===== src/rtl/player_sprite_drawer.sv =====
// Player sprite drawer: erases the old SIZE x SIZE square and plots the new one
// into the 160x120 framebuffer port, one pixel per clock, with edge clipping.
//
// state | meaning
// IDLE  | waiting for a stable, changed position; plot held low
// ERASE | scanning the square at drawn_q with the background colour
// DRAW  | scanning the square at target_q with the player colour
module player_sprite_drawer #(
  parameter int          SIZE          = 4,
  parameter logic [2:0]  PLAYER_COLOUR = 3'b111,
  parameter logic [2:0]  BG_COLOUR     = 3'b000,
  parameter int          X_MAX         = 159,
  parameter int          Y_MAX         = 119
) (
  input  logic       CLOCK_50,
  input  logic       resetn,
  input  logic [7:0] playerx,
  input  logic [6:0] playery,
  output logic [7:0] x,
  output logic [6:0] y,
  output logic [2:0] colour,
  output logic       plot,
  output logic       busy
);

  typedef enum logic [1:0] {IDLE, ERASE, DRAW} state_t;

  localparam logic [2:0] LAST  = 3'(SIZE - 1);
  localparam logic [8:0] X_LIM = 9'(X_MAX);
  localparam logic [7:0] Y_LIM = 8'(Y_MAX);

  state_t      state_q, state_d;
  logic [14:0] pos_q;
  logic [14:0] drawn_q, drawn_d;
  logic [14:0] target_q, target_d;
  logic        first_q, first_d;
  logic [2:0]  cx_q, cx_d;
  logic [2:0]  cy_q, cy_d;

  logic [7:0]  x_q, x_d;
  logic [6:0]  y_q, y_d;
  logic [2:0]  colour_q, colour_d;
  logic        plot_q, plot_d;

  logic [14:0] cur;
  logic [14:0] base;
  logic [8:0]  x_sum;
  logic [7:0]  y_sum;
  logic        stable;
  logic        in_range;
  logic        last_px;

  assign cur     = {playery, playerx};
  assign stable  = (cur == pos_q);
  assign base    = (state_q == ERASE) ? drawn_q : target_q;
  // Sums are one bit wider than the coordinates so x=255+3 clips instead of aliasing.
  assign x_sum    = {1'b0, base[7:0]} + {6'd0, cx_q};
  assign y_sum    = {1'b0, base[14:8]} + {5'd0, cy_q};
  assign in_range = (x_sum <= X_LIM) && (y_sum <= Y_LIM);
  assign last_px  = (cx_q == LAST) && (cy_q == LAST);

  always_comb begin
    state_d  = state_q;
    drawn_d  = drawn_q;
    target_d = target_q;
    first_d  = first_q;
    cx_d     = cx_q;
    cy_d     = cy_q;

    if (state_q != IDLE) begin
      if (cx_q == LAST) begin
        cx_d = 3'd0;
        cy_d = cy_q + 3'd1;
      end else begin
        cx_d = cx_q + 3'd1;
      end
    end

    case (state_q)
      IDLE: begin
        if (stable && (first_q || (cur != drawn_q))) begin
          target_d = cur;
          cx_d     = 3'd0;
          cy_d     = 3'd0;
          state_d  = first_q ? DRAW : ERASE;
        end
      end
      ERASE: begin
        if (last_px) begin
          cx_d    = 3'd0;
          cy_d    = 3'd0;
          state_d = DRAW;
        end
      end
      DRAW: begin
        if (last_px) begin
          cx_d    = 3'd0;
          cy_d    = 3'd0;
          drawn_d = target_q;
          first_d = 1'b0;
          state_d = IDLE;
        end
      end
      default: state_d = IDLE;
    endcase
  end

  always_comb begin
    x_d      = x_q;
    y_d      = y_q;
    colour_d = colour_q;
    plot_d   = 1'b0;
    if (state_q != IDLE) begin
      x_d      = x_sum[7:0];
      y_d      = y_sum[6:0];
      colour_d = (state_q == ERASE) ? BG_COLOUR : PLAYER_COLOUR;
      plot_d   = in_range;
    end
  end

  always_ff @(posedge CLOCK_50 or negedge resetn) begin
    if (!resetn) begin
      state_q  <= IDLE;
      pos_q    <= '0;
      drawn_q  <= '0;
      target_q <= '0;
      first_q  <= 1'b1;
      cx_q     <= '0;
      cy_q     <= '0;
      x_q      <= '0;
      y_q      <= '0;
      colour_q <= '0;
      plot_q   <= 1'b0;
    end else begin
      state_q  <= state_d;
      pos_q    <= cur;
      drawn_q  <= drawn_d;
      target_q <= target_d;
      first_q  <= first_d;
      cx_q     <= cx_d;
      cy_q     <= cy_d;
      x_q      <= x_d;
      y_q      <= y_d;
      colour_q <= colour_d;
      plot_q   <= plot_d;
    end
  end

  assign x      = x_q;
  assign y      = y_q;
  assign colour = colour_q;
  assign plot   = plot_q;
  assign busy   = (state_q != IDLE);

endmodule


===== config.mk =====
export PLATFORM = sky130hd
export DESIGN_NAME = player_sprite_drawer
export DESIGN_NICKNAME = d
export VERILOG_FILES = /design/src/rtl/player_sprite_drawer.sv
export SDC_FILE = /design/constraint.sdc
export NUM_CORES = 1
export LEC_CHECK = 0
export CORE_MARGIN = 8
export CORE_UTILIZATION = 30
export CTS_BUF_LIST = sky130_fd_sc_hd__clkbuf_8 sky130_fd_sc_hd__clkbuf_16
export DETAILED_ROUTE_END_ITERATION = 8
export GPL_TIMING_DRIVEN = 0
export PLACE_DENSITY = 0.57
export SLEW_MARGIN = 5
export SYNTH_ARGS = -nofsm -noshare
export SYNTH_HDL_FRONTEND = slang
export SYNTH_SLANG_ARGS = --single-unit

===== constraint.sdc =====
create_clock -name CLOCK_50 -period 3.2 [get_ports CLOCK_50]
set_input_delay 0.8 -clock CLOCK_50 [delete_from_list [all_inputs] [get_ports CLOCK_50]]
set_output_delay 0.8 -clock CLOCK_50 [all_outputs]
set_load 0.1 [all_outputs]

==> implementation parameters <==
Parameter                              Value

Layout
  Sequential cell area in the final layout ... approximately 0.0018 mm^2
  Core utilization of the finished layout ... around 39%
  Number of nets in the finished design ... approximately 390
  Multi-input logic area ... between 0.0015 and 0.002 mm^2
  Finished Layout Cells ... 527
  Antenna cells ... 0
  Layout filler cell count ... 1181
  Proportion of layout cells with a drive suffix above 1 ... between 20% and 30%
  Area delta synth->final ... 25.3%

Route
  Total number of vias ... roughly 2500
  Drt first pass iters ... 4
  Drt initial violations ... about 120
  Number of nets still failing antenna checks after routing ... 0
  Via/cell ratio ... about 4.7
  Final wirelength ... approximately 8300 um
  DRC errors left ... 0
  Wire length per cell after detailed routing ... around 16 um

Placed design
  Routability congestion estimate ... between 0.7 and 0.8
  HPWL after detailed placement ... ~6300 um
  Count of input and output buffers ... 36
  Placed Instances ... 511

Floorplanning
  Chip Height ... 127 um
  Top-level I/O count ... 37
  Core area ... about 0.012 mm^2
  Horizontal extent of the die ... around 130 um
  Total Die Area ... 0.0162 mm^2
  Cell Rows ... 40
  Initial Utilization ... a little under a third

Pwr
  IR Drop Worst-Case VDD ... about 0.23 mV
  Total power divided by cell area ... slightly below 700 mW/mm^2
  P_leak ... 2.11 nW
  Final Total Pwr ... ~3.2 mW

Clock tree
  Number of H-tree levels ... 3
  Clock slew seen by the registers of the worst setup and hold paths ... ~0.05 ns
  TritonCTS clock tree ... done
  # hold bufs at CTS ... 0
  Number of buffers between clock root and the deepest sink ... 2
  Later-pin clock latency in the skew report ... between 0.3 and 0.4 ns
  Number of clock sinks ... 71
  CTS Buf Count ... 9
  Cell at the root of the clock tree ... clkbuf_16

Setup path
  Max stage delay cell, worst path ... dfrtp_1
  Cells along the critical path ... ha_1 -> buf_8 -> buf_8 -> mux2_2 -> ha_2 -> inv_1 -> fa_1 -> nor2b_2 -> o221ai_1 -> xnor2_1 -> o211ai_1 -> a221oi_2
  Kind of start point of the critical path ... flip-flop
  Depth of the worst register-to-register path ... 12
  Family of cells with the greatest summed delay on the critical path ... adder cells
  Worst endpoint required time ... approximately 3.4 ns
  Cell repeated most along the worst path ... buf_8
  Number of cells on the critical path ... 12
  Number of buffers and inverters on the critical path ... 3
  Capturing element type of the critical path ... flip-flop
  Critical path's largest stage delay ... about 0.42 ns
  Crit path kind ... reg -> reg
  Crit path arrival time ... between 3 and 4 ns
  Max FO, Critical Path ... 19

Global routing
  Total global routing overflow ... 0
  Maximum number of pins on one net before global-route repair ... 44
  Via count of the first global-routing pass ... ~2600
  GR Util All Layers ... 10.9%
  First-pass GRT wire length ... 13700 um
  Initial antenna violation count ... 0

Timing
  Period Utilization, post-route ... 95.2%
  Shortest period the worst path allows ... slightly above 3 ns
  Transition time at the pin with the least slew margin ... 0.984 ns
  Final-report max-slew violation count ... 0
  Number of hold-slack violations in the final timing report ... 0
  Setup tns final ... 0 ns
  Slew margin rel. ... about 34%
  Clock skew ... roughly 0.0052 ns
  Final count of negative-setup-slack endpoints ... 0
  Maximum operating frequency ... between 300 and 400 MHz

Status
  Status ... completed

Synth
  Mapped cell area ... approximately 0.0037 mm^2
  Seq/Total Area, Yosys ... 47.8%
  Mapped Nets ... roughly 340
  EDFF count, synth ... 0
  Fraction of registers with async set/reset ... 100%
  Number of instances in the synthesized netlist ... a little over 300
  Syn avg cell area ... ~12 um^2
  Prevailing post-synth register cell ... dfrtp_1
  Yosys warnings ... 0
  Distinct cell type count after synthesis ... 55
  Flops & latches, synth ... approximately 70

Min path
  Worst min-delay path category ... in -> async

Run
  Maxcap violations ... 0
[final timing paths]
check                           startpoint     endpoint  slack, ns
worst max-delay path            state_q[0]         plot       0.15
worst min-delay path                resetn         x[4]       0.40
worst max register to register  state_q[0]         plot       0.15
worst min register to register        y[4]         y[4]       0.48
max in group asynchronous           resetn  drawn_q[14]       2.26
min in group CLOCK_50                 y[4]         y[4]       0.48
[registers in the layout, summed over array words and instances, names as in the netlist, 2 cells and up]
register and count:
drawn_q 15, pos_q 15, target_q 15, x 8, y 7, cx_q 3, cy_q 3, state_q 2
[repair_timing]
action                                  in CTS  in global routing
buffers inserted                             0                  2
gates resized for setup                      6                  6
gates cloned                                 0                  0
pin swaps                                    0                  1
endpoints found under the setup margin      15                  2
[cell usage after synthesis, types with 6 or more instances]
cell,n,area (um^2)
clkbuf_1,6,22.5
dfrtp_1,70,1750
ha_1,13,163
inv_1,10,37.5
mux2_2,33,372
mux2_4,10,150
nand2_1,14,52.6
nor2_1,7,26.3
nor3_1,6,30.0
o21ai_0,18,90.1
xnor2_1,14,123
xor2_1,27,236
[per-layer routing]
| layer | wire [um] | global-route usage, % | up-vias | part of all wire, % |
|---|---|---|---|---|
| met5 | 0 | 0 | - | 0 |
| met4 | 146 | 4.13 | 0 | 1.8 |
| met3 | 509 | 3.79 | 13 | 6.1 |
| met2 | 3590 | 15.8 | 58 | 43 |
| met1 | 4090 | 14.6 | 1210 | 49 |
| li1 | - | - | 1199 | - |
[per-stage QoR]
step,worst slack [ns],cell area (um^2),hold WS [ns]
floorplan,0.0434,3720,0.486
global placement,-1.14,4290,0.467
detailed placement,-0.925,4310,0.476
CTS,-0.0135,4620,0.410
global route,-0.0225,4660,0.424
finish,0.154,4660,0.398
[area by class of cell]
class / count / area share (%)
Clock inverter: 4 / 0.994
Multi-Input combinational cell: 213 / 39.8
Sequential cell: 71 / 38.2
Tap cell: 168 / 4.51
Timing Repair Buffer: 39 / 8.57
Inverter: 10 / 0.806
Buffer: 11 / 1.77
Clock buffer: 11 / 5.42
[cell families after synthesis]
logic type / after synthesis / share of synthesized area [%]
xor gates and xnor gates: 41 / 9.66
AOI/OAI and AO/OA: 51 / 9.39
DFF: 71 / 47.8
adders and majority gates: 15 / 5.45
and+or+nand+nor: 59 / 9.80
muxes: 47 / 15.1
buffers and inverters: 22 / 2.76
[cells in the final DEF, fill, tap and decap left out, drive strengths merged, types with 11 or more instances in the layout]
master,instances
dfrtp,70
mux2,43
clkdlybuf4s50,34
xor2,27
o21ai,18
clkbuf,16
xnor2,14
nand2,14
ha,13
inv,11
[where the power goes]
part           internal [mW]  switching, mW
clock                  0.637          0.361
sequential             0.980         0.0597
combinational          0.347          0.822
total                   1.96           1.24
Note: power is estimated with default switching activity, not from simulation.
